--- config.mk ---
export PLATFORM = sky130hd
export DESIGN_NAME = button_conditioner
export DESIGN_NICKNAME = d
export VERILOG_FILES = /design/src/rtl/button_conditioner.sv
export SDC_FILE = /design/constraint.sdc
export NUM_CORES = 1
export LEC_CHECK = 0
export ABC_AREA = 1
export CORE_ASPECT_RATIO = 2
export CORE_MARGIN = 8
export CORE_UTILIZATION = 55
export DETAILED_ROUTE_END_ITERATION = 12
export PLACE_DENSITY = 0.86
export SLEW_MARGIN = 10
export SYNTH_ARGS = -nofsm -noshare
export SYNTH_HDL_FRONTEND = slang
export SYNTH_SLANG_ARGS = --single-unit
--- constraint.sdc ---
create_clock -name clk -period 1.39 [get_ports clk]
set_clock_uncertainty 0.1 [all_clocks]
set_input_delay 0.278 -clock clk [delete_from_list [all_inputs] [get_ports clk]]
set_output_delay 0.278 -clock clk [all_outputs]
set_load 0.02 [all_outputs]
--- src/rtl/button_conditioner.sv ---
// Button conditioner: sync + debounce the three raw active-low buttons, emit press pulses,
// sticky per-button requests and a periodic step tick.
// Latency: btn_n follows a clean raw edge after 2+DB_CYCLES clk; press coincides with btn_n falling.
// Backpressure: none; pend holds a press until the next tick so the consumer never misses one.
//
// Ports:
//   clk        system clock
//   reset      synchronous, active-high reset
//   btn_n_raw  raw buttons, active-low: [0]=left, [1]=right, [2]=haz
//   btn_n      debounced levels, active-low, same bit order
//   press      one-cycle pulse per bit when a debounced level falls 1->0
//   pend       sticky press request per bit, cleared on the edge after tick
//   tick       one-cycle step enable, once every TICK_DIV cycles
//
// DB_CYCLES and TICK_DIV are both expected to be >= 2.
module button_conditioner #(
    parameter int DB_CYCLES = 1000000,
    parameter int TICK_DIV  = 25000000
) (
    input  logic       clk,
    input  logic       reset,
    input  logic [2:0] btn_n_raw,
    output logic [2:0] btn_n,
    output logic [2:0] press,
    output logic [2:0] pend,
    output logic       tick
);

    localparam int CW = (DB_CYCLES > 2) ? $clog2(DB_CYCLES) : 1;
    localparam int TW = (TICK_DIV > 2) ? $clog2(TICK_DIV) : 1;
    localparam logic [CW-1:0] CNT_LAST  = CW'(DB_CYCLES - 1);
    localparam logic [TW-1:0] TICK_LAST = TW'(TICK_DIV - 1);

    typedef enum logic [1:0] {
        STABLE_HI,
        CHK_LO,
        STABLE_LO,
        CHK_HI
    } db_state_t;

    logic [2:0]    sync1;
    logic [2:0]    sync2;
    db_state_t     state     [3];
    db_state_t     state_nxt [3];
    logic [CW-1:0] cnt       [3];
    logic [CW-1:0] cnt_nxt   [3];
    logic [2:0]    press_nxt;
    logic [TW-1:0] tcnt;

    // Two-flop synchronizer; resets to the released level so nothing looks pressed.
    always_ff @(posedge clk) begin
        if (reset) begin
            sync1 <= 3'b111;
            sync2 <= 3'b111;
        end else begin
            sync1 <= btn_n_raw;
            sync2 <= sync1;
        end
    end

    // Per-channel debounce. The counter starts at 1 on entry to a CHK state, so the
    // entry sample counts toward the DB_CYCLES consecutive samples. It is cleared on
    // every transition and therefore never has to wrap.
    always_comb begin
        for (int i = 0; i < 3; i++) begin
            state_nxt[i] = state[i];
            cnt_nxt[i]   = '0;
            press_nxt[i] = 1'b0;
            case (state[i])
                STABLE_HI: begin
                    if (!sync2[i]) begin
                        state_nxt[i] = CHK_LO;
                        cnt_nxt[i]   = CW'(1);
                    end
                end
                CHK_LO: begin
                    if (sync2[i]) begin
                        state_nxt[i] = STABLE_HI;
                    end else if (cnt[i] == CNT_LAST) begin
                        state_nxt[i] = STABLE_LO;
                        press_nxt[i] = 1'b1;
                    end else begin
                        cnt_nxt[i] = cnt[i] + CW'(1);
                    end
                end
                STABLE_LO: begin
                    if (sync2[i]) begin
                        state_nxt[i] = CHK_HI;
                        cnt_nxt[i]   = CW'(1);
                    end
                end
                CHK_HI: begin
                    if (!sync2[i]) begin
                        state_nxt[i] = STABLE_LO;
                    end else if (cnt[i] == CNT_LAST) begin
                        state_nxt[i] = STABLE_HI;
                    end else begin
                        cnt_nxt[i] = cnt[i] + CW'(1);
                    end
                end
                default: begin
                    state_nxt[i] = STABLE_HI;
                end
            endcase
        end
    end

    always_ff @(posedge clk) begin
        if (reset) begin
            for (int i = 0; i < 3; i++) begin
                state[i] <= STABLE_HI;
                cnt[i]   <= '0;
            end
            press <= 3'b000;
        end else begin
            for (int i = 0; i < 3; i++) begin
                state[i] <= state_nxt[i];
                cnt[i]   <= cnt_nxt[i];
            end
            press <= press_nxt;
        end
    end

    // The debounced level is a pure decode of the registered state: low once accepted
    // as pressed, and it stays low while a release is still being qualified.
    always_comb begin
        for (int i = 0; i < 3; i++) begin
            btn_n[i] = !((state[i] == STABLE_LO) || (state[i] == CHK_HI));
        end
    end

    // Step tick: registered compare, so tick rises on the edge where tcnt wraps.
    always_ff @(posedge clk) begin
        if (reset) begin
            tcnt <= '0;
            tick <= 1'b0;
        end else begin
            tick <= (tcnt == TICK_LAST);
            tcnt <= (tcnt == TICK_LAST) ? '0 : tcnt + TW'(1);
        end
    end

    // Request latch: set has priority over the tick clear, so a press landing on a
    // tick cycle is carried to the next tick instead of being dropped.
    always_ff @(posedge clk) begin
        if (reset) begin
            pend <= 3'b000;
        end else begin
            pend <= press | (pend & ~{3{tick}});
        end
    end

endmodule

# --- Yosys cells after proc, flatten, opt, wreduce, memory -nomap -nowiden ---
# Memory sizes are Yosys's and may differ from the RTL's.
# Index checks and enable logic that the tools add are counted.
# Widths: inputs -> output; s select.
op_classes:
  n_reduce_logical: 13
  addsub: 4
  n_eq_ne: 13
  div: 0
  muxes: 51
  magnitude_cmp: 0
  shift: 0
  bitwise: 12
  n_mul: 0
ops:
  columns: ["op", "count"]
  rows:
  - ["$mux 20", 12]
  - ["$pmux 20 s4", 3]
  - ["$add 20x1->20 const B", 3]
  - ["$eq 20x20->1 const B", 3]
  - ["$mux 2", 21]
  - ["$add 25x1->25 const B", 1]
  - ["$eq 25x25->1 const B", 1]
  - ["$pmux 2 s4", 3]
  - ["$eq 2x2->1 const B", 6]
  - ["$mux 1", 12]
  - ["$reduce_or 3->1", 3]
  - ["$eq 2x1->1 const B", 3]
  - ["$logic_not 2->1", 3]
  - ["$or 1x1->1", 6]
  - ["$and 3x3->3", 1]
  - ["$logic_not 1->1", 3]
  - ["$logic_or 1x1->1", 3]
  - ["$not 1->1", 3]
  - ["$not 3->3", 1]
  - ["$or 3x3->3", 1]
  - ["$reduce_or 2->1", 1]
totals:
  latch_bits: 0
  mem_bits_rw: 66
  word_cells: 103
  n_memories: 2
  output_inout_bits: 10
  regBits: 38
  romBits: 0
  input_bits: 5
memory_table:
  columns: ["name", "words", "width", "read_ports", "rd_clocked_by_memory_dff", "wr", "line_no", "text"]
  rows:
  - ["cnt", 3, 20, 3, 0, 3, "45", "logic [CW-1:0] cnt [3];"]
  - ["state", 3, 2, 3, 0, 3, "43", "db_state_t state [3];"]

# --- Longest topological paths before layout ---
# Gate-level depths: netlist of run 1.
# An unclocked memory read counts as a cell.
logic_depth:
  depth_word: 6
  ltp_mapped: 10
  depth_no_buf: 10

# --- Least setup slack after synthesis of run 1 ---
# Ideal clock, no wire load.
synth_path:
  path_kind: "register to register"
  startpoint: "register tcnt[0]"
  endpoint: "register tcnt[10]"
  slack_ns: -0.129
  required_ns: 1.168
  period_less_slack_ns: 1.519
  stages_incl_launch_ff: 8
  t_arrival_ns: 1.298
  setup_ns: 0.122
  path_buffers: 1
  path_cell_list: "dfxtp_1 > ha_1 > nand3_2 > nor4_2 > nand3_1 > nand2_2 > buf_6 > a21oi_1"
synth_between:
  elab_chain_len: 2
  word_cells_on_any_way: 3
  classes_between: "add/sub: 1; eq/ne: 1; reduce/logical: 1"
synth_lines:
  columns: ["item", "line_no", "text"]
  rows:
  - ["start, declared", "48", "logic [TW-1:0] tcnt;"]
  - ["start signal, assigned", "139", "tcnt <= (tcnt == TICK_LAST) ? '0 : tcnt + TW'(1);"]
  - ["branches (longest 2 deep; another with $add 25x1->25)", null, null]
# Parallel ways; which one is timed is not known.
# A chain may end at the register's enable or synchronous reset.

==> impl_metrics.csv, run 1 <==
group,metric,value,unit
yosys,synth-seq-cells,104,
clocking,cts_buffers,9,
sta,hold_viol,0,
detailed_routing,drc_errors,0,
sta,slew_viol_final,0,
final_layout,fill_cells,386,
final_layout,stdcell_count,1005,
worst_hold_path,min_from,"sync1[1]$_SDFF_PP1_",
die,dieHeight,154,um
detailed_routing,ant_nets,0,
detailed_routing,vias_per_cell,6.42,
worst_setup_path,crit_chain,"inv_1 -> nor2_1 -> nand3_1 -> nor2_1 -> nand3_4 -> o21ai_2 -> inv_1 -> nor2_1",
detailed_routing,avgRoutedWirePerCell,23.2,um
final_layout,design_area,7900,sq um
sta,max-slew-margin-rel,0.713,
final_layout,area_growth_syn_to_layout,50.8,%
detailed_routing,routed_wl,23.3,mm
clocking,clkTransAtPathRegs,70,ps
yosys,synth_edf_count,0,
yosys,synthCells,746,
yosys,yosys.area.top_type_share,0.398,
sta,fin_crit,2210,ps
worst_setup_path,startpoint_type,"flop",
worst_setup_path,path_max_fanout,6,
worst_hold_path,hp-class,"flop to flop",
sta,fin_crit_sh,1.59,
worst_setup_path,cp_slowest_cell,"dfxtp_1",
clocking,clock_tree.root_cell,"clkbuf_16",
global_route,grt_pass1_wl,25.4,mm
global_route,gr-total-overflow,0,
worst_setup_path,critPathArrivalTime,2350,ps
place,dp_cells,947,
final_layout,drive_gt1_frac,0.496,
die,coreArea,9320,sq um
final_layout,final_nets,905,
yosys,syn_nets,755,
job,maxCapViolations,0,
final_layout,antenna_cells,0,
sta,setup_viol,96,
global_route,grt.total_usage,0.240,
clocking,h-tree-depth,3,
detailed_routing,vias,6454,
yosys,synth-main-ff-cell,"dfxtp_1",
place,place_area,6260,sq um
die,io_pins,15,
sta,worstMarginPinSlew,429,ps
yosys,synthArstFlopShare,0,
global_route,grt_pass1_vias,5847,
die,initial_core_util,0.562,
place,io_buffers,14,
worst_setup_path,end_kind,"flop",
die,row_count,50,
clocking,clk_latency,370,ps
yosys,ys_warn_count,0,
sta,fmax,451,MHz
worst_setup_path,max_stage_delay,390,ps
yosys,seq_area_frac_synth,0.398,
place,place_congestion,0.965,
status,failed_checks,"setup timing",
yosys,synth_cell_types,39,
pwr,total_power,6.04,mW
place,place_hpwl,9.70,mm
die,dieWidth,85.0,um
worst_setup_path,critPathLaunch,"cnt[0][54]$_SDFF_PP0_",
global_route,grt_max_degree,26,
sta,rsz0062_at_grt,"true",
global_route,antenna_found_initial,0,
detailed_routing,drt_pass1_iterations,8,
clocking,cts.sinks,104,
worst_setup_path,required,1520,ps
yosys,synth_area_per_cell,7.02,sq um
worst_setup_path,rr_startpoint,"cnt[0][54]$_SDFF_PP0_",
pwr,ir_worst_vdd,0.000989,V
place,preCtsSetupSlack,-357,ps
pwr,p_leak,2.86,nW
sta,whs,320,ps
sta,layout_setup_ws,-825,ps
worst_setup_path,cpMostUsedCell,"nor2_1",
yosys,synth_area_leaders,"dfxtp_1, nand2_1, nor2_1, inv_1, xor2_1",
clocking,cts_tree,"yes",
pwr,pwr_density_cell,765,nW/um^2
detailed_routing,drtIter0Drc,665,
clocking,clk_path_buf_depth,2,
die,dieArea,13100,sq um
yosys,post-synth-top-area-cell,"dfxtp_1",
yosys,syn-cell-area,5240,sq um
worst_setup_path,crit_type,"flop to flop",
status,status,"finished with violations",
metrics by stage:
step / utilization / TNS, ps
6_report: 0.847 / -24450
5_1_grt: 0.847 / -31410
4_1_cts: 0.753 / -5150
3_5_place_dp: 0.672 / -22080
3_3_place_gp: 0.672 / -18990
2_1_floorplan: - / -252
final cells by class:
class | instances | area [sq um] | share of cell area
multi-input cells | 547 | 3740 | 0.474
clock buffers | 12 | 256 | 0.0325
flip-flops and latches | 104 | 2170 | 0.275
well taps | 104 | 130 | 0.0165
inverters | 92 | 348 | 0.0440
clock inverters | 4 | 51.3 | 0.00650
repair buffers | 142 | 1200 | 0.152
Yosys cell counts, types with 5 or more instances:
master and number:
inv_1 90, nand3_2 11, xor2_1 27, nand4_1 16, nor2_2 12, nor2_1 144
nand3_1 35, nor2_4 7, buf_6 5, xnor2_1 7, a21oi_1 26, nor3_1 31
or2_2 10, dfxtp_1 104, nor3b_1 7, nand2_2 10, nand2_1 162, o21ai_0 9
critical path, delay by kind of cell (launching register included):
family,cells,cell delay (ps)
buffers and inverters,2,180
AO/OA/AOI/OAI,1,220
AND/OR/NAND/NOR,5,1190
flip-flops,1,390
kinds of logic after synthesis:
family	Yosys count	synth area share
fa+ha+maj	4	0.00956
xor+xnor	34	0.0569
compound gates	45	0.0480
flops	104	0.398
buf+inv	99	0.0784
simple gates	460	0.410
final timing paths:
| kind | endpoint | slack [ps] | depth (start not counted) |
|---|---|---|---|
| hold / removal | sync2[1]$_SDFF_PP1_ | 320 | 1 |
| setup reg to reg | flop | -820 | 8 |
| hold reg to reg | sync2[1]$_SDFF_PP1_ | 320 | 1 |
| setup / recovery | flop | -820 | 8 |
layout by cell type (no fill, tap or decap), types with 6 or more instances in the layout:
cell       synthesis  final
clkbuf_16          0     11
or2_2             10     10
nand3_4            0     15
nor3_1            31      7
nand2_4            0     10
a21oi_2            2     17
buf_4              0    107
nor3_2             4     25
nor2_1           144     79
buf_6              5     15
dfxtp_1          104     54
nor2_4             7     34
nand2_1          162    136
nand2_2           10     26
inv_2              2     15
xnor2_1            7      6
xor2_1            27     23
dfxtp_4            0     10
clkbuf_2           0      6
nand3_2           11     11
nand3_1           35     23
dfxtp_2            0     40
a21oi_1           26     11
nand4_1           16     16
inv_1             90     76
nor2_2            12     50
layer usage:
layer | share of wire | wire, um | global-route usage | vias up
met3 | 0.086 | 2010 | 0.0491 | 247
met4 | 0.10 | 2400 | 0.197 | 0
met5 | 0 | 0 | 0 | -
li1 | - | - | - | 2671
met1 | 0.32 | 7530 | 0.215 | 2963
met2 | 0.49 | 11400 | 0.445 | 573
where the power goes:
| group | internal (mW) | switching, mW | total [mW] | leakage, nW |
|---|---|---|---|---|
| registers | 2.99 | 0.0328 | 3.02 | 0.868 |
| logic | 0.126 | 0.165 | 0.291 | 1.84 |
| clock network | 1.50 | 1.23 | 2.73 | 0.149 |
| total | 4.62 | 1.42 | 6.04 | 2.86 |
what timing repair did:
| action | CTS | global route |
|---|---|---|
| cloned | 2 | 5 |
| setup buffers | 14 | 22 |
| gates resized for setup | 120 | 210 |
| pin swaps | 28 | 64 |
| endpoints found under the setup margin | 100 | 103 |
| endpoints found under the hold margin | 0 | 0 |
| hold buffers | 0 | 0 |
state kept, by name, summed over array words and instances, names as in the netlist, named ones only:
signal and count:
cnt 60, pend 3, press 3, state 3, sync1 3, sync2 3, tcnt 25, tick 1
(Power assumes the default switching activity.)
==> inputs of run 2 (changes only) <==
--- a/config.mk
+++ b/config.mk
@@ -9,6 +9,7 @@
 export CORE_ASPECT_RATIO = 2
 export CORE_MARGIN = 8
 export CORE_UTILIZATION = 55
+export CTS_BUF_LIST = sky130_fd_sc_hd__clkbuf_4 sky130_fd_sc_hd__clkbuf_8 sky130_fd_sc_hd__clkbuf_16
 export DETAILED_ROUTE_END_ITERATION = 12
 export PLACE_DENSITY = 0.86
 export SLEW_MARGIN = 10
==> impl_metrics.csv, run 2 (same netlist as run 1, synthesis figures left out) <==
group,metric,value,unit
place,place_congestion,0.965,
pwr,seqPwrFrac,0.498,
place,io_buffers,14,
sta,slew_viol_final,0,
final_layout,final_cell_mix,"nand2_1, buf_4, nor2_1",
pwr,power_switching,1.43,mW
job,maxCapViolations,0,
sta,hold_viol,0,
pwr,p_int,4.64,mW
worst_setup_path,crit_buf_inv,2,
place,place_hpwl,9.70,mm
clocking,cts_buffers,9,
sta,finalSetupTns,-17920,ps
die,row_count,50,
worst_setup_path,startpoint_type,"flop",
clocking,cts_tree,"yes",
final_layout,final_nets,905,
detailed_routing,vias_per_cell,6.34,
final_layout,area_growth_syn_to_layout,51.1,%
detailed_routing,drc_errors,0,
pwr,ir_worst_vdd,0.00103,V
die,dieHeight,154,um
detailed_routing,avgRoutedWirePerCell,22.4,um
detailed_routing,vias,6374,
pwr,clockPowerShare,0.454,
worst_hold_path,hp-class,"flop to flop",
worst_setup_path,max_stage_delay,370,ps
place,dp_cells,947,
worst_setup_path,path_max_fanout,6,
global_route,grt_pass1_wl,25.4,mm
clocking,hold_buffers,0,
final_layout,largest_reg_flops,60,
sta,layout_setup_ws,-554,ps
status,status,"finished with violations",
sta,rsz0062_at_grt,"true",
clocking,clk_latency,370,ps
final_layout,drive_gt1_frac,0.495,
worst_setup_path,critical-path-top-delay-family,"simple AND/OR/NAND/NOR gates",
detailed_routing,drtIter0Drc,630,
final_layout,largestRegisters,"cnt (60), tcnt (25)",
sta,worstMarginPinSlew,407,ps
status,failed_checks,"setup timing",
sta,fin_crit_sh,1.40,
global_route,grt.total_usage,0.240,
final_layout,layout_commonest_cell,"nand2_1",
final_layout,fill_cells,389,
detailed_routing,routed_wl,22.5,mm
sta,fin_crit,1940,ps
die,dieArea,13100,sq um
sta,fmax,514,MHz
place,preCtsSetupSlack,-357,ps
worst_setup_path,crit_chain,"inv_1 -> nor2_1 -> nand3_1 -> nor2_1 -> nand3_4 -> o21ai_2 -> inv_1 -> nor2_1",
die,coreArea,9320,sq um
clocking,clock_tree.root_cell,"clkbuf_16",
clocking,clkTransAtPathRegs,70,ps
die,dieWidth,85.0,um
die,io_pins,15,
worst_setup_path,required,1520,ps
global_route,grt_max_degree,26,
global_route,gr-total-overflow,0,
final_layout,design_area,7910,sq um
final_layout,ff_latch_area,2170,sq um
final_layout,stdcell_count,1005,
pwr,pwr_density_cell,767,nW/um^2
pwr,p_comb_frac,0.048,
final_layout,antenna_cells,0,
pwr,switching_share,0.236,
clocking,h-tree-depth,3,
global_route,grt_pass1_vias,5849,
detailed_routing,ant_nets,0,
detailed_routing,drt_pass1_iterations,6,
final_layout,largest_register,"cnt",
place,place_area,6260,sq um
worst_setup_path,cpMostUsedCell,"nor2_1",
worst_setup_path,critPathArrivalTime,2070,ps
clocking,clk_path_buf_depth,2,
pwr,p_leak,2.88,nW
clocking,cts.sinks,104,
global_route,antenna_found_initial,0,
worst_setup_path,cp_slowest_cell,"dfxtp_1",
sta,setup_viol,95,
final_layout,multi_input_area,3750,sq um
die,initial_core_util,0.562,
worst_setup_path,end_kind,"flop",
worst_setup_path,crit_type,"flop to flop",
sta,max-slew-margin-rel,0.728,
-- run 2: stage by stage --
step / hold slack [ps] / util / power, mW
floorplan: 282 / - / 3.21
finish: 317 / 0.849 / 6.07
detailed placement: 301 / 0.672 / 3.29
global route: 346 / 0.849 / 6.21
CTS: 317 / 0.753 / 5.90
global placement: 301 / 0.672 / 3.28
-- run 2: timing repair --
action / CTS / global route
setup buffers: 14 / 22
pin swaps: 28 / 65
gates cloned: 2 / 5
setup endpoints to repair: 100 / 102
resized for setup: 120 / 208
endpoints found under the hold margin: 0 / 0
-- run 2: path summary, 6_finish.rpt --
| path | start | endpoint | slack (ps) | cells past startpoint |
|---|---|---|---|---|
| setup / recovery | cnt[0][54]$_SDFF_PP0_ | flop | -550 | 8 |
| setup reg to reg | cnt[0][54]$_SDFF_PP0_ | flop | -550 | 8 |
| hold / removal | sync1[1]$_SDFF_PP1_ | sync2[1]$_SDFF_PP1_ | 320 | 1 |
| hold reg to reg | sync1[1]$_SDFF_PP1_ | sync2[1]$_SDFF_PP1_ | 320 | 1 |
-- run 2: final cells by class --
| cell class | instances | area share |
|---|---|---|
| timing repair buffer | 142 | 0.152 |
| multi-input combinational | 547 | 0.474 |
| sequential | 104 | 0.274 |
| clock inverter | 4 | 0.00648 |
| clock buffer | 12 | 0.0329 |
| inverter | 92 | 0.0440 |
| tap | 104 | 0.0164 |
-- run 2: power by group through the flow --
stage	combinational (mW)	clock (mW)	sequential (mW)
2_1_floorplan	0.102	0	3.10
6_report	0.291	2.76	3.02
5_1_grt	0.306	2.88	3.02
4_1_cts	0.204	2.67	3.03
3_5_place_dp	0.191	0	3.10
3_3_place_gp	0.182	0	3.10
-- run 2: worst register-to-register path, stage by stage, from the launching register on --
cell and delay [ps]:
dfxtp_1 370, inv_1 110, nor2_1 120, nand3_1 100, nor2_1 240, nand3_4 200, o21ai_2 180, inv_1 50
nor2_1 340
-- run 2: per-layer routing --
layer | vias up | global-route usage | wire length [um]
met5 | - | 0 | 0
met2 | 564 | 0.445 | 11200
li1 | 2662 | - | -
met4 | 0 | 0.200 | 2030
met1 | 2911 | 0.214 | 7280
met3 | 237 | 0.0443 | 1960
==> inputs of run 3 (changes only) <==
--- a/config.mk
+++ b/config.mk
@@ -11,6 +11,7 @@
 export CORE_UTILIZATION = 55
 export CTS_BUF_LIST = sky130_fd_sc_hd__clkbuf_4 sky130_fd_sc_hd__clkbuf_8 sky130_fd_sc_hd__clkbuf_16
 export DETAILED_ROUTE_END_ITERATION = 12
+export GPL_TIMING_DRIVEN = 0
 export PLACE_DENSITY = 0.86
 export SLEW_MARGIN = 10
 export SYNTH_ARGS = -nofsm -noshare
==> impl_metrics.csv, run 3 (same netlist as run 1, synthesis figures left out) <==
group,metric,value,unit
status,status,"finished with violations",
status,failed_checks,"setup timing",
die,initial_core_util,0.562,
die,coreArea,9320,sq um
final_layout,largestRegisters,"cnt (60), tcnt (25)",
die,dieArea,13100,sq um
place,place_area,5640,sq um
sta,worstMarginPinSlew,540,ps
job,maxCapViolations,0,
pwr,switching_share,0.232,
worst_setup_path,regToRegSetupSlack,-420,ps
clocking,h-tree-depth,3,
clocking,cts.sinks,104,
detailed_routing,routed_wl,20.5,mm
final_layout,final_nets,845,
worst_hold_path,hp-class,"flop to flop",
worst_setup_path,r2r-end,"tcnt[24]$_SDFF_PP0_",
worst_setup_path,end_kind,"flop",
clocking,clk_path_buf_depth,2,
die,dieHeight,154,um
pwr,power_switching,1.38,mW
worst_setup_path,reg2regPathDepth,7,
worst_hold_path,holdPathEnd,"sync2[1]$_SDFF_PP1_",
sta,slew_viol_final,0,
sta,whs,345,ps
clocking,cts_buffers,9,
worst_setup_path,rr_startpoint,"tcnt[21]$_SDFF_PP0_",
die,dieWidth,85.0,um
sta,fin_crit_sh,1.31,
detailed_routing,vias_per_cell,6.24,
sta,setup_viol,94,
global_route,antenna_found_initial,0,
sta,rsz0062_at_grt,"true",
pwr,ir_worst_vdd,0.000764,V
pwr,p_leak,2.62,nW
sta,layout_setup_ws,-425,ps
clocking,clk_latency,360,ps
final_layout,largest_reg_flops,60,
final_layout,final_cell_mix,"nand2_1, inv_1, nor2_1",
final_layout,antenna_cells,0,
worst_setup_path,startpoint_type,"flop",
worst_hold_path,hold_depth,1,
place,place_hpwl,9.01,mm
pwr,seqPwrFrac,0.508,
detailed_routing,vias,5900,
final_layout,fin_util,0.814,
detailed_routing,drc_errors,0,
detailed_routing,drt_pass1_iterations,5,
pwr,p_int,4.58,mW
clocking,clock_tree.root_cell,"clkbuf_16",
detailed_routing,avgRoutedWirePerCell,21.7,um
detailed_routing,drtIter0Drc,487,
pwr,clockPowerShare,0.446,
worst_setup_path,path_max_fanout,5,
final_layout,area_growth_syn_to_layout,44.9,%
die,row_count,50,
die,io_pins,15,
sta,hold_viol,0,
final_layout,drive_gt1_frac,0.464,
final_layout,layout_commonest_cell,"nand2_1",
sta,fmax,551,MHz
sta,finalSetupTns,-23570,ps
place,io_buffers,14,
pwr,p_comb_frac,0.046,
final_layout,design_area,7580,sq um
worst_setup_path,critPathArrivalTime,1950,ps
worst_hold_path,min_from,"sync1[1]$_SDFF_PP1_",
worst_setup_path,crit_type,"flop to flop",
global_route,grt_max_degree,17,
global_route,grt.total_usage,0.239,
detailed_routing,ant_nets,0,
global_route,gr-total-overflow,0,
global_route,grt_pass1_wl,25.3,mm
pwr,pwr_density_cell,785,nW/um^2
clocking,clkTransAtPathRegs,70,ps
sta,max-slew-margin-rel,0.640,
worst_setup_path,required,1520,ps
place,place_congestion,0.944,
clocking,cts_tree,"yes",
global_route,grt_pass1_vias,5562,
final_layout,largest_register,"cnt",
sta,fin_crit,1810,ps
==> run 3: cell types whose count changed in the layout (fill, tap and decap cells not counted), moves of 4 or more <==
cell	previous run	this run
buf_4	108	35
nor2_1	81	67
nor2_4	34	44
buf_6	14	23
dfxtp_2	40	35
nor2_2	48	52
nor3_2	24	20
==> run 3: layer usage <==
metal  GRT usage  up-vias  routed length, um  part of all wire
met1       0.222     2769               6700              0.33
met4       0.174        0               1720             0.084
met5           0        -                  0                 0
li1            -     2536                  -                 -
met2       0.443      409              10700              0.52
met3      0.0481      186               1370             0.067
==> run 3: cell type report <==
class / count / area [sq um]
well taps: 104 / 130
repair buffers: 81 / 817
fillers: 460 / 1740
clock buffers: 11 / 246
inverters: 92 / 350
multi-input cells: 543 / 3750
clock inverters: 5 / 56.3
plain buffers: 5 / 55.1
flip-flops and latches: 104 / 2170
==> run 3: how the worst max path moves through the flow <==
stage                          start               endpoint  slack [ps]  depth (start not counted)
2_1_floorplan  cnt[0][41]$_SDFF_PP0_  cnt[0][54]$_SDFF_PP0_         -70                          9
5_1_grt          tcnt[21]$_SDFF_PP0_    tcnt[24]$_SDFF_PP0_        -700                          7
4_1_cts           tcnt[1]$_SDFF_PP0_     tcnt[5]$_SDFF_PP0_        -170                          8
3_5_place_dp                   reset  cnt[0][56]$_SDFF_PP0_        -560                          7
3_3_place_gp                   reset  cnt[0][57]$_SDFF_PP0_        -540                          7
6_report         tcnt[21]$_SDFF_PP0_    tcnt[24]$_SDFF_PP0_        -420                          7
==> run 3: power groups by stage <==
stage | Combinational (mW) | Clock, mW | Sequential [mW]
2_1_floorplan | 0.102 | 0 | 3.10
3_3_place_gp | 0.143 | 0 | 3.11
3_5_place_dp | 0.152 | 0 | 3.11
4_1_cts | 0.213 | 2.61 | 3.03
5_1_grt | 0.287 | 2.78 | 3.03
6_report | 0.273 | 2.66 | 3.02
==> run 3: timing repair <==
action                                  in CTS  in global routing
resized for setup                          179                195
cloned                                       4                  1
pin swaps                                   38                 57
endpoints found under the setup margin     102                101
hold buffers                                 0                  0
setup buffers                               49                 18
==> run 3: critical path: stages (launching register included) <==
cell and delay (ps):
dfxtp_1 450, nand4_1 150, nor3_1 370, nand3_2 150
nand2_4 140, buf_12 130, buf_12 130, a21oi_2 60
==> run 3: stage by stage <==
step / power (mW) / setup WS [ps] / instances
5_1_grt: 6.10 / -705 / 945
3_3_place_gp: 3.25 / -538 / 864
2_1_floorplan: 3.21 / -68.3 / 746
3_5_place_dp: 3.26 / -565 / 864
4_1_cts: 5.85 / -170 / 933
6_report: 5.95 / -425 / 945
